[src/rtl/mem_access_controller.sv]
// MEM-stage bridge: splits each 32-bit load/store into two 16-bit SRAM accesses,
// low half first, then holds the pipeline through a settle window before completing.
module mem_access_controller #(
  parameter logic [31:0] BASE_ADDR   = 32'd1024,
  parameter int unsigned WAIT_CYCLES = 2
) (
  input  logic        clk,
  input  logic        rst,
  input  logic        wr_en,
  input  logic        rd_en,
  input  logic [31:0] address,
  input  logic [31:0] write_data,
  output logic [31:0] read_data,
  output logic        ready,
  output logic [17:0] sram_addr,
  output logic        sram_we_n,
  output logic [15:0] sram_dq_out,
  output logic        sram_dq_oe,
  input  logic [15:0] sram_dq_in
);

  typedef enum logic [2:0] {IDLE, LOW, HIGH, WAIT, DONE} state_t;

  localparam logic [3:0] WAIT_INIT = 4'(WAIT_CYCLES - 1);

  state_t      state;
  logic        is_wr;
  logic [16:0] idx_q;
  logic [15:0] data_hi;
  logic [15:0] hold_lo;
  logic [3:0]  wait_cnt;
  logic [16:0] idx_in;

  assign idx_in = 17'((address - BASE_ADDR) >> 2);
  assign ready  = (state == DONE) || (state == IDLE && !wr_en && !rd_en);

  // SRAM pins are registered: each branch loads the values the next state drives.
  always_ff @(posedge clk) begin
    if (rst) begin
      state       <= IDLE;
      is_wr       <= 1'b0;
      idx_q       <= '0;
      data_hi     <= '0;
      hold_lo     <= '0;
      wait_cnt    <= '0;
      read_data   <= '0;
      sram_addr   <= '0;
      sram_we_n   <= 1'b1;
      sram_dq_out <= '0;
      sram_dq_oe  <= 1'b0;
    end else begin
      sram_addr   <= '0;
      sram_we_n   <= 1'b1;
      sram_dq_out <= '0;
      sram_dq_oe  <= 1'b0;
      case (state)
        IDLE: if (wr_en || rd_en) begin
          is_wr       <= wr_en;
          idx_q       <= idx_in;
          data_hi     <= write_data[31:16];
          state       <= LOW;
          sram_addr   <= {idx_in, 1'b0};
          sram_we_n   <= !wr_en;
          sram_dq_oe  <= wr_en;
          sram_dq_out <= wr_en ? write_data[15:0] : 16'h0;
        end
        LOW: begin
          if (!is_wr) hold_lo <= sram_dq_in;
          state       <= HIGH;
          sram_addr   <= {idx_q, 1'b1};
          sram_we_n   <= !is_wr;
          sram_dq_oe  <= is_wr;
          sram_dq_out <= is_wr ? data_hi : 16'h0;
        end
        HIGH: begin
          // Read result is assembled here so it is already stable through WAIT and DONE.
          if (!is_wr) read_data <= {sram_dq_in, hold_lo};
          if (WAIT_CYCLES == 0) begin
            state <= DONE;
          end else begin
            wait_cnt <= WAIT_INIT;
            state    <= WAIT;
          end
        end
        WAIT: begin
          if (wait_cnt == 4'd0) state <= DONE;
          else wait_cnt <= wait_cnt - 4'd1;
        end
        DONE:    state <= IDLE;
        default: state <= IDLE;
      endcase
    end
  end

endmodule
[config.mk]
export PLATFORM = sky130hd
export DESIGN_NAME = mem_access_controller
export DESIGN_NICKNAME = d
export VERILOG_FILES = /design/src/rtl/mem_access_controller.sv
export SDC_FILE = /design/constraint.sdc
export NUM_CORES = 1
export LEC_CHECK = 0
export CORE_MARGIN = 1
export CORE_UTILIZATION = 50
export CTS_CLUSTER_DIAMETER = 120
export CTS_CLUSTER_SIZE = 40
export DETAILED_ROUTE_END_ITERATION = 10
export GPL_TIMING_DRIVEN = 1
export PLACE_DENSITY = 0.94
export SLEW_MARGIN = 25
export SYNTH_ARGS = -nofsm -noshare
export SYNTH_HDL_FRONTEND = slang
export SYNTH_SLANG_ARGS = --single-unit
[constraint.sdc]
create_clock -name clk -period 4.25 [get_ports clk]
set_input_delay 0.425 -clock clk [delete_from_list [all_inputs] [get_ports clk]]
set_output_delay 0.425 -clock clk [all_outputs]
set_load 0.02 [all_outputs]
==> run_results.csv, run 1 <==
group,metric,value,unit
cells_and_area,layout-drive-gt1-share,0.08076,
power,irDropWorstVdd,283.6,uV
route,drt_iter0_markers,210,
clock_network,cts.sinks,125,
route,ant_nets,0,
synth,yosysSeqAreaShare,0.5206,
route,drcViolationCount,0,
floorplanning,pin_count,153,
synth,ys_ff_latch,125,
floorplanning,start_util,0.5178,
global_routing,antenna_found_initial,0,
sta,worst_slew_pin_slew,0.9818,ns
sta,setup-violations-final,0,
sta,finalClockSkew,0.01030,ns
synth,syn_inst,556,
cells_and_area,areaGrowthSynthToFinish,39.51,%
synth,synth_top_area_cell,"dfxtp_1",
power,p_per_area,465.4,nW/um^2
setup_path,startpoint,"state[2]",
global_routing,grt_max_degree,90,
setup_path,crit_chain,"nor2_1, nor3_1, clkdlybuf4s50_1",
setup_path,cp_top_family,"flip-flops",
route,routed_via_density,5.459,
synth,synth.net_count,643,
setup_path,worstSetupEndpointType,"output pin",
synth,syn-cell-area,4807,sq um
clock_network,hold_buffers,0,
cells_and_area,layout_commonest_cell,"clkdlybuf4s50_1",
cells_and_area,diodes,0,
setup_path,criticalPathCategory,"reg -> out",
sta,fin_crit,2.803,ns
floorplanning,die_w,100.1,microns
cells_and_area,num-nets-final,755,
synth,synth_cell_types,49,
synth,ys_warn_count,0,
sta,finalMaxSlewViolations,0,
global_routing,overflow,0,
power,total_power,3.121,mW
floorplanning,rows,35,
min_path,hold_path.class,"reg -> reg",
setup_path,arrival,2.38,ns
global_routing,grt_pass1_vias,4481,
power,power_leakage,2.356,nW
setup_path,slowest_delay,0.90,ns
clock_network,clk_path_buf_depth,2,
clock_network,cts_resized,0,
clock_network,cts_inserted_buffers,17,
route,wl_per_cell,15.88,microns
clock_network,root_buffer,"clkbuf_8",
placement,portBuffers,137,
cells_and_area,most-common-layout-cells,"clkdlybuf4s50_1, dfxtp_1, nand2_1, a21oi_1",
setup_path,slowest_stage,"dfxtp_1",
setup_path,reg2reg_from,"state[1]",
sta,tns,0,ns
setup_path,crit_fanout,18,
floorplanning,core-area,9284,sq um
global_routing,grtUsageTotal,0.2591,
setup_path,crit_buf_inv,1,
min_path,hp-start,"hold_lo[3]",
synth,synth_top_area_share,0.5206,
sta,rsz0062_at_grt,"false",
setup_path,worstPathRequired,3.83,ns
placement,place_congestion,0.8415,
route,vias,4422,
clock_network,htreeDepth,4,
route,firstDrtPassIters,5,
clock_network,post-cts-setup-buffer-count,0,
sta,post-route-period-util,0.6595,
sta,relSlewSlack,0.3427,
cells_and_area,utilization,0.7224,
sta,final_hold_viol_count,0,
route,routed_wl,12860,microns
clock_network,clkLatencyLatePin,0.51,ns
placement,hpwl,8183,microns
floorplanning,die_h,100.1,microns
run,maxCapViolations,0,
clock_network,clk_pin_slew,0.06,ns
clock_network,cts_tree,"done",
synth,synth_area_leaders,"dfxtp_1, a21oi_1, nand2_1",
global_routing,grt_pass1_wl,20530,microns
setup_path,start_kind,"flip-flop",
sta,fmax,356.8,MHz
status,status,"finished clean",
floorplanning,die_area,10010,sq um
synth,avgSynthCellArea,8.646,sq um
-- state kept, by name, indices dropped and copies added (netlist names) --
signal,flops
read_data,32
sram_addr,18
idx_q,17
data_hi,16
hold_lo,16
sram_dq_out,16
wait_cnt,4
state,3
is_wr,1
sram_dq_oe,1
sram_we_n,1
-- report_power, final --
part	switching (mW)	internal [mW]	leakage [nW]
logic	0.269	0.206	1.08
registers	0.0555	1.26	1.02
clock network	0.552	0.784	0.255
total	0.876	2.25	2.36
-- cells by family after synthesis --
kind of cell / Yosys count / share of synthesized area
flops: 125 / 0.5206
buf+inv: 55 / 0.05440
xor+xnor: 2 / 0.003645
mux: 2 / 0.004165
compound gates: 167 / 0.2038
fa+ha+maj: 3 / 0.007809
simple gates: 202 / 0.2056
-- synth_stat cells (all sizes together) --
cell      n
dfxtp   125
nand3b    1
a221oi    4
a21boi    1
o31a      1
ha        3
and2      1
a21o      1
mux2i     2
inv       7
buf      22
nand2   115
nand3    30
and3b     1
a211oi    5
or4       2
or2       1
o31ai     2
o41ai     1
nor4b     3
nor4bb    1
a32oi     2
o21a      1
a311oi    5
or3       6
xnor2     1
nor4      2
o21ai    30
o211ai    1
a21bo     1
clkbuf   26
a21oi    93
nor3      6
xor2      1
a22oi    19
or4b      2
nor2     25
or3b      2
nor3b     4
-- layout make-up --
cell class                      instances  area, sq um
Multi-Input combinational cell        376         2068
Clock inverter                         14        133.9
Inverter                                7        26.28
Clock buffer                           18        417.9
Sequential cell                       125         2502
Fill cell                             676         2577
Timing Repair Buffer                  141         1396
Tap cell                              129        161.4
-- per-layer routing --
metal / vias to the layer above / routed length, microns / GRT usage
li1: 2159 / - / -
met1: 2052 / 5046 / 0.2933
met2: 183 / 6446 / 0.4472
met3: 28 / 1048 / 0.08078
met4: 0 / 318 / 0.1193
met5: - / 0 / 0
-- worst register-to-register path, cell delays in order (launching register included) --
cell and delay [ns]:
dfxtp_1 0.91, or4b_2 1.01, nand2_1 0.20, a21oi_1 0.09
-- path summary, 6_finish.rpt --
path / endpoint / slack (ns) / depth (start not counted)
setup / recovery: ready / 1.45 / 3
hold / removal: read_data[3] / 0.45 / 2
setup reg to reg: read_data[5] / 1.88 / 3
hold reg to reg: read_data[3] / 0.45 / 2
-- per-stage QoR --
stage / instance area, sq um / setup slack [ns] / hold slack [ns] / cells
2_1_floorplan: 4807 / 2.279 / 0.4321 / 556
3_3_place_gp: 6153 / 1.601 / 0.4366 / 778
3_5_place_dp: 6155 / 1.548 / 0.4411 / 778
4_1_cts: 6706 / 1.390 / 0.4479 / 810
5_1_grt: 6706 / 1.277 / 0.4730 / 810
6_report: 6706 / 1.447 / 0.4480 / 810
No activity file was read; power rests on OpenSTA's default activity.
==> inputs of run 2 (changes only) <==
--- a/config.mk
+++ b/config.mk
@@ -6,12 +6,12 @@
 export NUM_CORES = 1
 export LEC_CHECK = 0
 export CORE_MARGIN = 1
-export CORE_UTILIZATION = 50
+export CORE_UTILIZATION = 46
 export CTS_CLUSTER_DIAMETER = 120
 export CTS_CLUSTER_SIZE = 40
 export DETAILED_ROUTE_END_ITERATION = 10
 export GPL_TIMING_DRIVEN = 1
-export PLACE_DENSITY = 0.94
+export PLACE_DENSITY = 0.89
 export SLEW_MARGIN = 25
 export SYNTH_ARGS = -nofsm -noshare
 export SYNTH_HDL_FRONTEND = slang
==> constraint.sdc (replaced) <==
create_clock -name clk -period 2.6 [get_ports clk]
set_input_delay 0.26 -clock clk [delete_from_list [all_inputs] [get_ports clk]]
set_output_delay 0.26 -clock clk [all_outputs]
set_load 0.02 [all_outputs]
==> run 2 against run 1 <==
Die area is 8.5% higher. Utilization is 3.4 points lower. Critical path depth is 1 lower. Setup slack worse by 1.3 ns. Wire length is 2.7% higher. Sequential share of layout area is 0.78 points lower. First-iteration DRC count is 33% higher. Global-route usage is 0.83 points lower. Clock-buffer cell count is 2 higher.
==> run_results.csv, run 2 (synthesis results as in run 1) <==
group,metric,value,unit
global_routing,use_met3,0.07707,
setup_path,r2r_cells,3,
route,vias,4572,
cells_and_area,largest_reg_flops,32,
cells_and_area,num-nets-final,765,
cells_and_area,nFillCells,742,
setup_path,reg2reg_to,"hold_lo[9]",
clock_network,clkLatencyLatePin,0.51,ns
clock_network,root_buffer,"clkbuf_8",
power,irDropWorstVdd,490.3,uV
setup_path,crit_fanout,19,
sta,fin_crit,2.411,ns
status,status,"finished clean",
placement,hpwl,8556,microns
placement,place_congestion,0.8117,
cells_and_area,multiInputGateArea,2069,sq um
route,drcViolationCount,0,
sta,finalMaxSlewViolations,0,
power,p_sw,1.396,mW
power,p_per_area,779.8,nW/um^2
route,routed_wl,13210,microns
clock_network,post-cts-setup-buffer-count,0,
clock_network,htreeDepth,4,
global_routing,top_usage_layer,"met2",
cells_and_area,top_register,"read_data",
floorplanning,die_w,104.2,microns
placement,dpl.cell_count,791,
clock_network,cts_inserted_buffers,17,
min_path,holdPathEnd,"sram_addr[15]",
setup_path,slowest_stage,"dfxtp_1",
cells_and_area,most-common-layout-cells,"clkdlybuf4s50_1, dfxtp_1, nand2_1, a21oi_1",
cells_and_area,areaGrowthSynthToFinish,42.50,%
run,maxCapViolations,0,
setup_path,reg2reg_slack,0.52,ns
global_routing,grt_pass1_vias,4624,
cells_and_area,seq_area,2502,sq um
global_routing,grt_max_degree,49,
sta,post-route-period-util,0.9273,
route,drt_iter0_markers,279,
power,netSwitchingFraction,0.2613,
placement,placed_area,6228,sq um
cells_and_area,final_cell_area,6850,sq um
min_path,hold_path.class,"in -> reg",
route,firstDrtPassIters,5,
sta,tns,0,ns
min_path,hp-start,"rst",
setup_path,worstSetupEndpointType,"output pin",
placement,portBuffers,137,
route,routed_via_density,5.549,
setup_path,start_kind,"flip-flop",
floorplanning,start_util,0.4829,
floorplanning,core-area,9955,sq um
setup_path,worstPathRequired,2.34,ns
min_path,hold_path_depth,3,
clock_network,hold_buffers,0,
setup_path,slowest_delay,0.90,ns
sta,worst_slew_pin_slew,0.8857,ns
power,power_leakage,2.436,nW
route,wl_per_cell,16.04,microns
cells_and_area,layout_commonest_cell,"clkdlybuf4s50_1",
placement,place_ws,0.4368,ns
clock_network,cts_tree,"done",
global_routing,overflow,0,
sta,finalClockSkew,0.01157,ns
sta,setup-violations-final,0,
global_routing,grt_pass1_wl,21940,microns
floorplanning,rows,36,
sta,final_hold_viol_count,0,
setup_path,crit_chain,"nor3_1, clkdlybuf4s50_1",
sta,hold_ws,0.2759,ns
power,power_frac_comb,0.149,
route,ant_nets,0,
cells_and_area,diodes,0,
sta,fmax,414.8,MHz
sta,rsz0062_at_grt,"false",
clock_network,clk_pin_slew,0.06,ns
setup_path,arrival,2.15,ns
clock_network,cts_resized,0,
setup_path,cp_top_family,"flip-flops",
cells_and_area,fin_cells,824,
clock_network,cts.sinks,125,
power,internal_power,3.946,mW
global_routing,antenna_found_initial,0,
power,sequentialPowerShare,0.401,
global_routing,grtUsageMet1,0.2854,
global_routing,use_met2,0.4390,
setup_path,criticalPathCategory,"reg -> out",
power,p_clk_frac,0.450,
sta,final.setup.worst_slack,0.1891,ns
floorplanning,die_area,10860,sq um
clock_network,clk_path_buf_depth,2,
cells_and_area,layout-drive-gt1-share,0.09407,
cells_and_area,reg.largest.list,"read_data (32), sram_addr (18), idx_q (17)",
global_routing,grtUsageTotal,0.2508,
floorplanning,pin_count,153,
sta,relSlewSlack,0.4088,
setup_path,reg2reg_from,"state[0]",
setup_path,crit_buf_inv,1,
floorplanning,die_h,104.2,microns
## run 2: worst reg2reg max path: stages (launching register included)
cell and delay [ns]:
dfxtp_1 0.84, or4b_1 0.82, nand2_1 0.21, a21oi_1 0.08
## run 2: layer usage
layer  vias up  wire length (microns)
met5         -                      0
met1      2133                   5063
li1       2198                      -
met3        23                   1159
met2       218                   6764
met4         0                    225
## run 2: per-stage QoR
step / util / power (mW)
floorplan: - / 2.625
global placement: 0.6257 / 2.924
detailed placement: 0.6257 / 2.961
CTS: 0.6874 / 5.350
global route: 0.6882 / 5.545
finish: 0.6882 / 5.342
## run 2: power by group through the flow
stage	Combinational (mW)	Clock, mW	Sequential, mW
floorplan	0.414	0	2.21
global placement	0.755	0	2.17
detailed placement	0.782	0	2.18
CTS	0.792	2.42	2.14
global route	0.866	2.52	2.16
finish	0.797	2.40	2.14
## run 2: layout make-up
class	instances	share of cell area
Inverter	7	0.003836
Tap cell	133	0.02429
Timing Repair Buffer	151	0.2148
Sequential cell	125	0.3653
Clock buffer	20	0.06648
Clock inverter	12	0.02320
Multi-Input combinational cell	376	0.3021
## run 2: worst max path at each step
stage	startpoint	end	slack, ns	cells past startpoint
floorplan	wr_en	ready	0.96	5
global placement	wr_en	ready	0.53	5
detailed placement	address[12]	sram_addr[16]	0.44	4
CTS	state[1]	ready	0.17	2
global route	state[1]	ready	0.08	2
finish	state[1]	ready	0.19	2
